===== config.mk =====
export PLATFORM = sky130hd
export DESIGN_NAME = scan2d_sched_flat
export DESIGN_NICKNAME = d
export VERILOG_FILES = /design/src/rtl/scan2d_if.sv /design/src/rtl/scan2d_sched.sv /design/src/flat_wrapper.sv
export SDC_FILE = /design/constraint.sdc
export NUM_CORES = 1
export LEC_CHECK = 0
export BUFFER_PORTS_ARGS = -buffer_cell sky130_fd_sc_hd__buf_4
export CAP_MARGIN = 20
export CORE_MARGIN = 1.5
export CORE_UTILIZATION = 37
export CTS_CLUSTER_SIZE = 24
export DETAILED_ROUTE_END_ITERATION = 8
export PLACE_DENSITY = 0.59
export SLEW_MARGIN = 25
export SYNTH_ARGS = -nofsm -noshare
export SYNTH_HDL_FRONTEND = slang
export SYNTH_SLANG_ARGS = --single-unit

===== constraint.sdc =====
create_clock -name clk -period 13.9 [get_ports clk]
set_clock_uncertainty 0.2 [all_clocks]
set_input_delay 2.085 -clock clk [delete_from_list [all_inputs] [get_ports clk]]
set_output_delay 2.085 -clock clk [all_outputs]
set_load 0.01 [all_outputs]

===== src/rtl/scan2d_if.sv =====
// Job-post and address-stream bundle for the shared 2D scan sequencer.
// master drives jobs and accepts beats; slave is the scheduler.
interface scan2d_if #(
  parameter int ADDR_W = 32,
  parameter int CNT_W  = 32,
  parameter int XS_W   = 16
);
  logic [1:0]          req_valid;
  logic [1:0]          req_ready;
  logic [2*ADDR_W-1:0] req_base;
  logic [2*XS_W-1:0]   req_x_stride;
  logic [2*CNT_W-1:0]  req_x_max;
  logic [2*ADDR_W-1:0] req_y_stride;
  logic [2*CNT_W-1:0]  req_y_max;
  logic                abort;
  logic                out_valid;
  logic                out_ready;
  logic [ADDR_W-1:0]   out_addr;
  logic                out_id;
  logic                out_last;
  logic [1:0]          done;

  modport master (
    output req_valid, req_base, req_x_stride,
    output req_x_max, req_y_stride, req_y_max,
    output abort, out_ready,
    input  req_ready, out_valid, out_addr,
    input  out_id, out_last, done
  );

  modport slave (
    input  req_valid, req_base, req_x_stride,
    input  req_x_max, req_y_stride, req_y_max,
    input  abort, out_ready,
    output req_ready, out_valid, out_addr,
    output out_id, out_last, done
  );
endinterface


===== src/rtl/scan2d_sched.sv =====
// Round-robin scheduler time-sharing one 2D strided
// address generator between two requesters.
module scan2d_sched #(
  parameter int ADDR_W = 32,
  parameter int CNT_W  = 32,
  parameter int XS_W   = 16
) (
  input  logic     clk,
  input  logic     rst,
  scan2d_if.slave  bus
);
  typedef enum logic {IDLE, RUN} state_t;

  state_t            state, state_n;
  logic [ADDR_W-1:0] addr, ys;
  logic [XS_W-1:0]   xs;
  logic [CNT_W-1:0]  x, y, xm, ym;
  logic              id, last_grant;
  logic [1:0]        done_q;

  logic              g, any, load, beat, last, fin;
  logic [ADDR_W-1:0] sel_base, sel_ys;
  logic [XS_W-1:0]   sel_xs;
  logic [CNT_W-1:0]  sel_xm, sel_ym;

  // Tie goes to whoever was not granted last.
  assign any = |bus.req_valid;
  assign g   = (&bus.req_valid) ? ~last_grant
                                : bus.req_valid[1];

  assign sel_base = g ? bus.req_base[2*ADDR_W-1:ADDR_W]
                      : bus.req_base[ADDR_W-1:0];
  assign sel_ys   = g ? bus.req_y_stride[2*ADDR_W-1:ADDR_W]
                      : bus.req_y_stride[ADDR_W-1:0];
  assign sel_xs   = g ? bus.req_x_stride[2*XS_W-1:XS_W]
                      : bus.req_x_stride[XS_W-1:0];
  assign sel_xm   = g ? bus.req_x_max[2*CNT_W-1:CNT_W]
                      : bus.req_x_max[CNT_W-1:0];
  assign sel_ym   = g ? bus.req_y_max[2*CNT_W-1:CNT_W]
                      : bus.req_y_max[CNT_W-1:0];

  assign last = (x == xm) && (y == ym);
  assign beat = (state == RUN) && bus.out_ready;

  always_ff @(posedge clk or posedge rst) begin
    if (rst) state <= IDLE;
    else     state <= state_n;
  end

  always_comb begin
    state_n = state;
    load    = 1'b0;
    fin     = 1'b0;
    unique case (state)
      IDLE: if (any && !rst) begin
        load    = 1'b1;
        state_n = RUN;
      end
      RUN: if (beat && last) begin
        fin     = 1'b1;
        state_n = IDLE;
      end else if (bus.abort) begin
        state_n = IDLE;
      end
    endcase
  end

  always_ff @(posedge clk or posedge rst) begin
    if (rst) begin
      addr       <= '0;
      ys         <= '0;
      xs         <= '0;
      x          <= '0;
      y          <= '0;
      xm         <= '0;
      ym         <= '0;
      id         <= 1'b0;
      last_grant <= 1'b1;
      done_q     <= 2'b00;
    end else begin
      done_q <= fin ? (id ? 2'b10 : 2'b01) : 2'b00;
      if (load) begin
        addr       <= sel_base;
        ys         <= sel_ys;
        xs         <= sel_xs;
        xm         <= sel_xm;
        ym         <= sel_ym;
        x          <= '0;
        y          <= '0;
        id         <= g;
        last_grant <= g;
      end else if (beat && !last) begin
        if (x == xm) begin
          x    <= '0;
          y    <= y + CNT_W'(1);
          addr <= addr + ys;
        end else begin
          x    <= x + CNT_W'(1);
          addr <= addr + {{(ADDR_W-XS_W){1'b0}}, xs};
        end
      end
    end
  end

  assign bus.req_ready = load ? (g ? 2'b10 : 2'b01) : 2'b00;
  assign bus.out_valid = (state == RUN);
  assign bus.out_last  = (state == RUN) && last;
  assign bus.out_addr  = addr;
  assign bus.out_id    = id;
  assign bus.done      = done_q;
endmodule


===== src/flat_wrapper.sv =====
// flat-port wrapper written by rule: the top's interface ports become plain ports
module scan2d_sched_flat 
#(
  parameter int ADDR_W = 32,
  parameter int CNT_W  = 32,
  parameter int XS_W   = 16
)
  (clk, rst, bus_req_valid, bus_req_base, bus_req_x_stride, bus_req_x_max, bus_req_y_stride, bus_req_y_max, bus_abort, bus_out_ready, bus_req_ready, bus_out_valid, bus_out_addr, bus_out_id, bus_out_last, bus_done);
  scan2d_if #(.ADDR_W(ADDR_W), .CNT_W(CNT_W), .XS_W(XS_W)) bus_i ();
  input  logic clk;
  input  logic rst;
  input wire logic [$bits(bus_i.req_valid)-1:0] bus_req_valid;
  input wire logic [$bits(bus_i.req_base)-1:0] bus_req_base;
  input wire logic [$bits(bus_i.req_x_stride)-1:0] bus_req_x_stride;
  input wire logic [$bits(bus_i.req_x_max)-1:0] bus_req_x_max;
  input wire logic [$bits(bus_i.req_y_stride)-1:0] bus_req_y_stride;
  input wire logic [$bits(bus_i.req_y_max)-1:0] bus_req_y_max;
  input wire logic [$bits(bus_i.abort)-1:0] bus_abort;
  input wire logic [$bits(bus_i.out_ready)-1:0] bus_out_ready;
  output wire logic [$bits(bus_i.req_ready)-1:0] bus_req_ready;
  output wire logic [$bits(bus_i.out_valid)-1:0] bus_out_valid;
  output wire logic [$bits(bus_i.out_addr)-1:0] bus_out_addr;
  output wire logic [$bits(bus_i.out_id)-1:0] bus_out_id;
  output wire logic [$bits(bus_i.out_last)-1:0] bus_out_last;
  output wire logic [$bits(bus_i.done)-1:0] bus_done;
  assign bus_i.req_valid = bus_req_valid;
  assign bus_i.req_base = bus_req_base;
  assign bus_i.req_x_stride = bus_req_x_stride;
  assign bus_i.req_x_max = bus_req_x_max;
  assign bus_i.req_y_stride = bus_req_y_stride;
  assign bus_i.req_y_max = bus_req_y_max;
  assign bus_i.abort = bus_abort;
  assign bus_i.out_ready = bus_out_ready;
  assign bus_req_ready = bus_i.req_ready;
  assign bus_out_valid = bus_i.out_valid;
  assign bus_out_addr = bus_i.out_addr;
  assign bus_out_id = bus_i.out_id;
  assign bus_out_last = bus_i.out_last;
  assign bus_done = bus_i.done;
  scan2d_sched #(.ADDR_W(ADDR_W), .CNT_W(CNT_W), .XS_W(XS_W)) u_core (.clk(clk), .rst(rst), .bus(bus_i));
endmodule

==> results.md, run 1 <==
* Fin crit share at 40.02%
* Seq cells post-synth at 213
* Number of routed nets with antenna violations at 0
* Starting Density at 37.93%
* Seq/Total Area, Yosys at 44.20%
* Post-Route WL at 39820 um
* Static leakage at 7.949 nW
* Sinks on the clock net at 213
* CTS buffer count at 25
* Layout fillers at 3002
* GRT overflow at 0
* Global routing's busiest layer: met2
* Cell Area, Synth at 0.01206 mm2
* Routed WL per cell at 20.02 um
* Synth Warn # at 0
* Dpl ws at 8.362 ns
* Placed instance area at 0.01493 mm2
* Initial antenna violation count at 3
* Count leader, synth: dfrtp_1
* Tmin final at 5.562 ns
* Full die area at 0.03369 mm2
* Tot GR Track Use at 23.27%
* Asr flop ratio synth at 100.0%
* Post-synth top area share at 43.98%
* Core area at 0.03180 mm2
* DP HPWL at 29220 um
* Dpl cells at 1943
* Average size of a mapped cell at 9.736 um2
* Clock Latency Late Sink at 0.55 ns
* Part of the power in registers at 36.5%
* DR DRC count at 18
* Post-synth EDFFs at 0
* Final slew viol count at 0
* Worst Tran Pin Value at 0.9560 ns
* CP Max Fanout at 39
* Most frequent cell on the critical path: buf_4
* Area growth syn-to-layout at 31.19%
* Final nets at 1863
* Status: complete, but fails checks
* Comb power frac at 34.5%
* Max_cap viols at 0
* Max Root-Sink Buffers at 3
* GPL Wtd Cong at 0.8645
* Top cells by area, synth: dfrtp_1, a222oi_1, xor2_1
* Die height at 183.6 um
* # hold bufs at CTS at 0
* Worst-path cell chain: buf_4 > nor2_1 > and3_4 > buf_4
* Reg area at 0.005331 mm2
* Area occupied by multi-input gates at 0.005968 mm2
* Setup violators final at 0
* Cell taking the most area after synthesis: dfrtp_1
* Worst path slowest cell: and3_4
* Setup TNS at 0 ns
* Die span in x at 183.6 um
* Final Non-Filler Cells at 1989
* HP Class: flop to flop
* Final worst setup slack at 8.338 ns
* Yosys cell types at 63
* Crit. End Element: primary output
* Critical path type: primary input to primary output
* Post-CTS Setup Inserts at 0
* Power share of the clock group at 29.1%
* Final hold violation count at 0
* Initial drt markers at 1335
* Met2 Use GR at 38.21%
* CP required at 11.61 ns
* Wire length of the first global-routing pass at 61400 um
* CTS tree: yes
* Switching portion of total power at 34.50%
* Crit-path max cell delay at 0.56 ns
* H-tree depth at 1
* Final instance area at 0.01583 mm2
* Met1 Track Usage GR at 31.47%
* Post_cts resized at 0
* WHS Path Cells at 1
* Via count at 10930
* Root Buffer: clkbuf_16
* Pwr dens at 152.8 mW/mm2
* P_sw at 0.8341 mW
* Fraction of final layout cells sized beyond drive strength 1 at 27.51%
* Relative slew slack at 36.27%
* Worst Path Arrival at 3.28 ns
* Commonest cells in the netlist: dfrtp_1, inv_1, a222oi_1
* Vias/cell at 5.493
* P_int at 1.584 mW
* Worst-path clk slew at 0.06 ns
* VDD IR max at 87.25 uV
* Largest net degree at the start of global routing at 143
* Crit start category: primary input
* Main flop type after synthesis: dfrtp_1
* Port Buffers at 332
* # rows at 65
* Post-Synthesis Cells at 1239
* Fmax at 0.1798 GHz
* I/O Pins at 333
* Failing checks: DRC
* Met3 usage at 3.803%
* RSZ-0062 raised after global routing: false
* Mapped Nets at 1567
* Register-to-Register Path Depth at 17
* Number of global-route vias before repair at 10970
* DRT Pass-1 Iters at 9
## flip-flops by register name, summed over array words and instances, names as in the netlist
register / count
u_core.y: 32
u_core.xs: 16
u_core.xm: 32
u_core.ym: 32
u_core.x: 32
u_core.ys: 32
u_core.bus.out_id: 1
u_core.bus.out_valid: 1
u_core.last_grant: 1
u_core.bus.out_addr: 32
u_core.bus.done: 2
## power by group through the flow
stage | clock network [mW] | logic, mW | registers (mW)
floorplan | 0 | 0.540 | 0.857
finish | 0.703 | 0.833 | 0.882
detailed placement | 0 | 0.830 | 0.891
global placement | 0 | 0.819 | 0.890
CTS | 0.716 | 0.835 | 0.881
global route | 0.740 | 0.923 | 0.896
## critical path: cells and delay by family
| kind | cells | cell delay [ns] |
|---|---|---|
| buffers and inverters | 2 | 0.35 |
| AND/OR/NAND/NOR | 2 | 0.81 |
## stage by stage
stage / power, mW / hold WS (ns) / util, %
after floorplan: 1.397 / 0.2703 / -
after global placement: 1.709 / 0.2758 / 46.94
after detailed placement: 1.721 / 0.2819 / 46.94
after CTS: 2.433 / 0.3048 / 49.72
after global routing: 2.560 / 0.3326 / 49.77
final: 2.418 / 0.2926 / 49.77
## per-layer routing
layer / vias to the layer above / routed length (um)
met5: - / 12
met4: 2 / 1137
met3: 59 / 2498
met2: 370 / 18660
met1: 5315 / 17510
li1: 5179 / -
## placed cells by master (no fill, tap or decap), types with 33 or more instances in the layout
master	instances
buf_4	342
dfrtp_1	212
inv_1	132
a222oi_1	114
xor2_1	107
nor2_1	90
a21oi_1	68
nand2_1	58
o21ai_0	56
ha_1	33
## final cells by class
cell class / count / area share, %
Clock buffer: 37 / 4.807
Tap cell: 435 / 3.439
Inverter: 133 / 3.234
Timing Repair Buffer: 343 / 16.30
Multi-Input combinational cell: 819 / 37.71
Sequential cell: 213 / 33.69
Antenna cell: 2 / 0.03163
Clock inverter: 7 / 0.7906
## final timing paths
path                                   start                 endpoint  slack (ns)
hold reg to reg            u_core.bus.out_id       u_core.bus.done[0]        0.29
min in group asynchronous                rst  u_core.bus.out_addr[24]        1.47
setup / recovery                         rst         bus_req_ready[1]        8.34
max in group asynchronous                rst       u_core.bus.done[0]       10.81
setup reg to reg                u_core.x[25]  u_core.bus.out_addr[26]        8.61
hold / removal             u_core.bus.out_id       u_core.bus.done[0]        0.29
## cells by family after synthesis
logic type	after synthesis	share of synthesized area (%)
and+or+nand+nor	301	13.00
adders and majority gates	34	3.589
AOI/OAI and AO/OA	328	20.95
muxes	20	1.836
DFF	213	44.20
xor gates and xnor gates	136	9.874
buffers and inverters	207	6.555
Power figures use the tool's default switching activity.
==> run 2, diff against run 1 <==
==> constraint.sdc (replaced) <==
create_clock -name clk -period 5.2 [get_ports clk]
set_clock_uncertainty 0.2 [all_clocks]
set_input_delay 0.78 -clock clk [delete_from_list [all_inputs] [get_ports clk]]
set_output_delay 0.78 -clock clk [all_outputs]
set_load 0.01 [all_outputs]
==> run 2 against run 1 <==
Effect of this change: core utilization is 0.18 points higher; non-clock buffer count up 10; largest power group unchanged; critical endpoint is now u_core.bus.out_addr[29]; largest cell class unchanged; the run now ends clean; final cell count grew 0.50%; design area increased by 0.37%; total power rose to 2.7 times the previous value; critical path type is now flop to flop; first-iteration DRC count down 25%; die area is the same; hold slack got worse by 0.067 ns; via count grew 0.70%; wire length increased by 1.7%; combinational power increased to 2.7 times the previous value; count of clock-buffer cells in the layout up 3.
==> results.md, run 2 (same netlist as run 1, synthesis figures left out) <==
* Setup violators final at 0
* Post-Route WL at 40470 um
* DR DRC count at 0
* Final nets at 1873
* DRT Pass-1 Iters at 7
* Initial drt markers at 1001
* Hold_sp: bus_abort
* Part of the power in registers at 36.9%
* Relative slew slack at 39.35%
* I/O Pins at 333
* P_sw at 2.264 mW
* Dpl ws at 0.3858 ns
* Pwr dens at 405.2 mW/mm2
* HP Class: primary input to flop
* Final slew viol count at 0
* # rows at 65
* H-tree depth at 1
* GRT overflow at 0
* CTS buffer count at 25
* Post_cts resized at 0
* Clock Latency Late Sink at 0.54 ns
* Tot GR Track Use at 23.51%
* Status: finished, final reports clean
* Worst R2R Start: u_core.x[25]
* CP required at 5.47 ns
* Switching portion of total power at 35.18%
* Crit start category: flop
* # hold bufs at CTS at 0
* Register-to-Register Path Depth at 16
* R2R Path End: u_core.bus.out_addr[29]
* WHS Path Cells at 2
* Starting Density at 37.93%
* Routed WL per cell at 20.25 um
* Final instance area at 0.01588 mm2
* Worst setup startpoint: u_core.x[25]
* Worst-path clk slew at 0.06 ns
* Die height at 183.6 um
* P_int at 4.171 mW
* Worst Path Arrival at 5.13 ns
* Full die area at 0.03369 mm2
* CTS tree: yes
* Fin crit share at 93.55%
* GPL Wtd Cong at 0.9173
* Max_cap viols at 0
* CP Max Fanout at 19
* Comb power frac at 34.9%
* Worst Tran Pin Value at 0.9098 ns
* Sinks on the clock net at 213
* Number of diodes at 0
* Worst Hold End: u_core.bus.out_valid
* DP HPWL at 30310 um
* Number of global-route vias before repair at 10860
* Power share of the clock group at 28.2%
* Most common cell after layout, fill and taps aside: buf_4
* Most frequent cells in the layout: buf_4, dfrtp_1, inv_1
* Tot Pwr at 6.436 mW
* Die span in x at 183.6 um
* Via count at 11000
* Area growth syn-to-layout at 31.68%
* Vias/cell at 5.504
* Static leakage at 7.989 nW
* VDD IR max at 236.5 uV
* Crit. End Element: flop
* Fraction of final layout cells sized beyond drive strength 1 at 28.01%
* Number of routed nets with antenna violations at 0
* Post-CTS Setup Inserts at 0
* Max Root-Sink Buffers at 3
* Placed instance area at 0.01502 mm2
* Largest net degree at the start of global routing at 146
* Layout fillers at 2948
* Root Buffer: clkbuf_16
* R2R Setup Slk at 0.34 ns
* Initial antenna violation count at 0
* Setup TNS at 0 ns
* Final hold violation count at 0
* Critical path type: flop to flop
* Core area at 0.03180 mm2
* Fmax at 0.2056 GHz
* Wire length of the first global-routing pass at 61490 um
* RSZ-0062 raised after global routing: false
* Final worst setup slack at 0.3354 ns
* Tmin final at 4.865 ns
* Port Buffers at 332
run 2: cell types whose count changed in the layout (fill, tap and decap cells not counted), sizes merged:
cell,change
buf,+10
clkbuf,+3
bufinv,-2
diode,-2
clkinvlp,+1
run 2: layer usage:
metal | wire length (um) | GRT usage [%] | vias up
li1 | - | - | 5186
met1 | 17300 | 30.95 | 5356
met4 | 1109 | 7.115 | 0
met5 | 0 | 0 | -
met3 | 2819 | 4.259 | 62
met2 | 19250 | 39.32 | 398
run 2: cell type report:
class | count | area [um2] | area share (%)
flip-flops and latches | 213 | 5331 | 33.56
clock inverters | 6 | 70.07 | 0.4411
clock buffers | 40 | 792.0 | 4.986
multi-input cells | 819 | 5968 | 37.57
repair buffers | 353 | 2675 | 16.84
well taps | 435 | 544.3 | 3.427
inverters | 133 | 503.0 | 3.167
run 2: critical path, cell delays in order, from the launching register on:
cell and delay (ns):
dfrtp_1 0.40, xor2_1 0.18, nor4_1 0.47, nand4_2 0.22
nor2_4 0.13, buf_4 0.27, mux2_2 0.37, ha_1 0.34
o21ai_1 0.10, o211a_1 0.23, or4_4 0.52, a31o_1 0.27
a21oi_4 0.17, o31ai_4 0.12, o31ai_4 0.30, mux2_1 0.35
a21oi_1 0.14
run 2: metrics by stage:
step	utilization, %	cells	hold WS, ns
floorplan	-	1239	0.2703
global placement	47.24	1953	0.2785
detailed placement	47.24	1953	0.2840
CTS	49.95	1999	0.2046
global route	49.95	1999	0.2147
finish	49.95	1999	0.2257
run 2: power groups by stage:
| stage | Sequential [mW] | Clock (mW) | Combinational, mW |
|---|---|---|---|
| floorplan | 2.29 | 0 | 1.44 |
| global placement | 2.40 | 0 | 2.22 |
| detailed placement | 2.41 | 0 | 2.24 |
| CTS | 2.38 | 1.86 | 2.25 |
| global route | 2.41 | 1.92 | 2.48 |
| finish | 2.38 | 1.81 | 2.24 |
run 2: how the worst max path moves through the flow:
stage | end | slack [ns] | cells past startpoint
finish | u_core.bus.out_addr[29] | 0.34 | 16
global route | u_core.bus.out_addr[29] | 0.09 | 16
CTS | u_core.bus.out_addr[29] | 0.35 | 16
detailed placement | u_core.bus.out_addr[29] | 0.39 | 16
global placement | u_core.bus.out_addr[29] | 0.44 | 16
floorplan | u_core.bus.out_addr[29] | 0.51 | 16
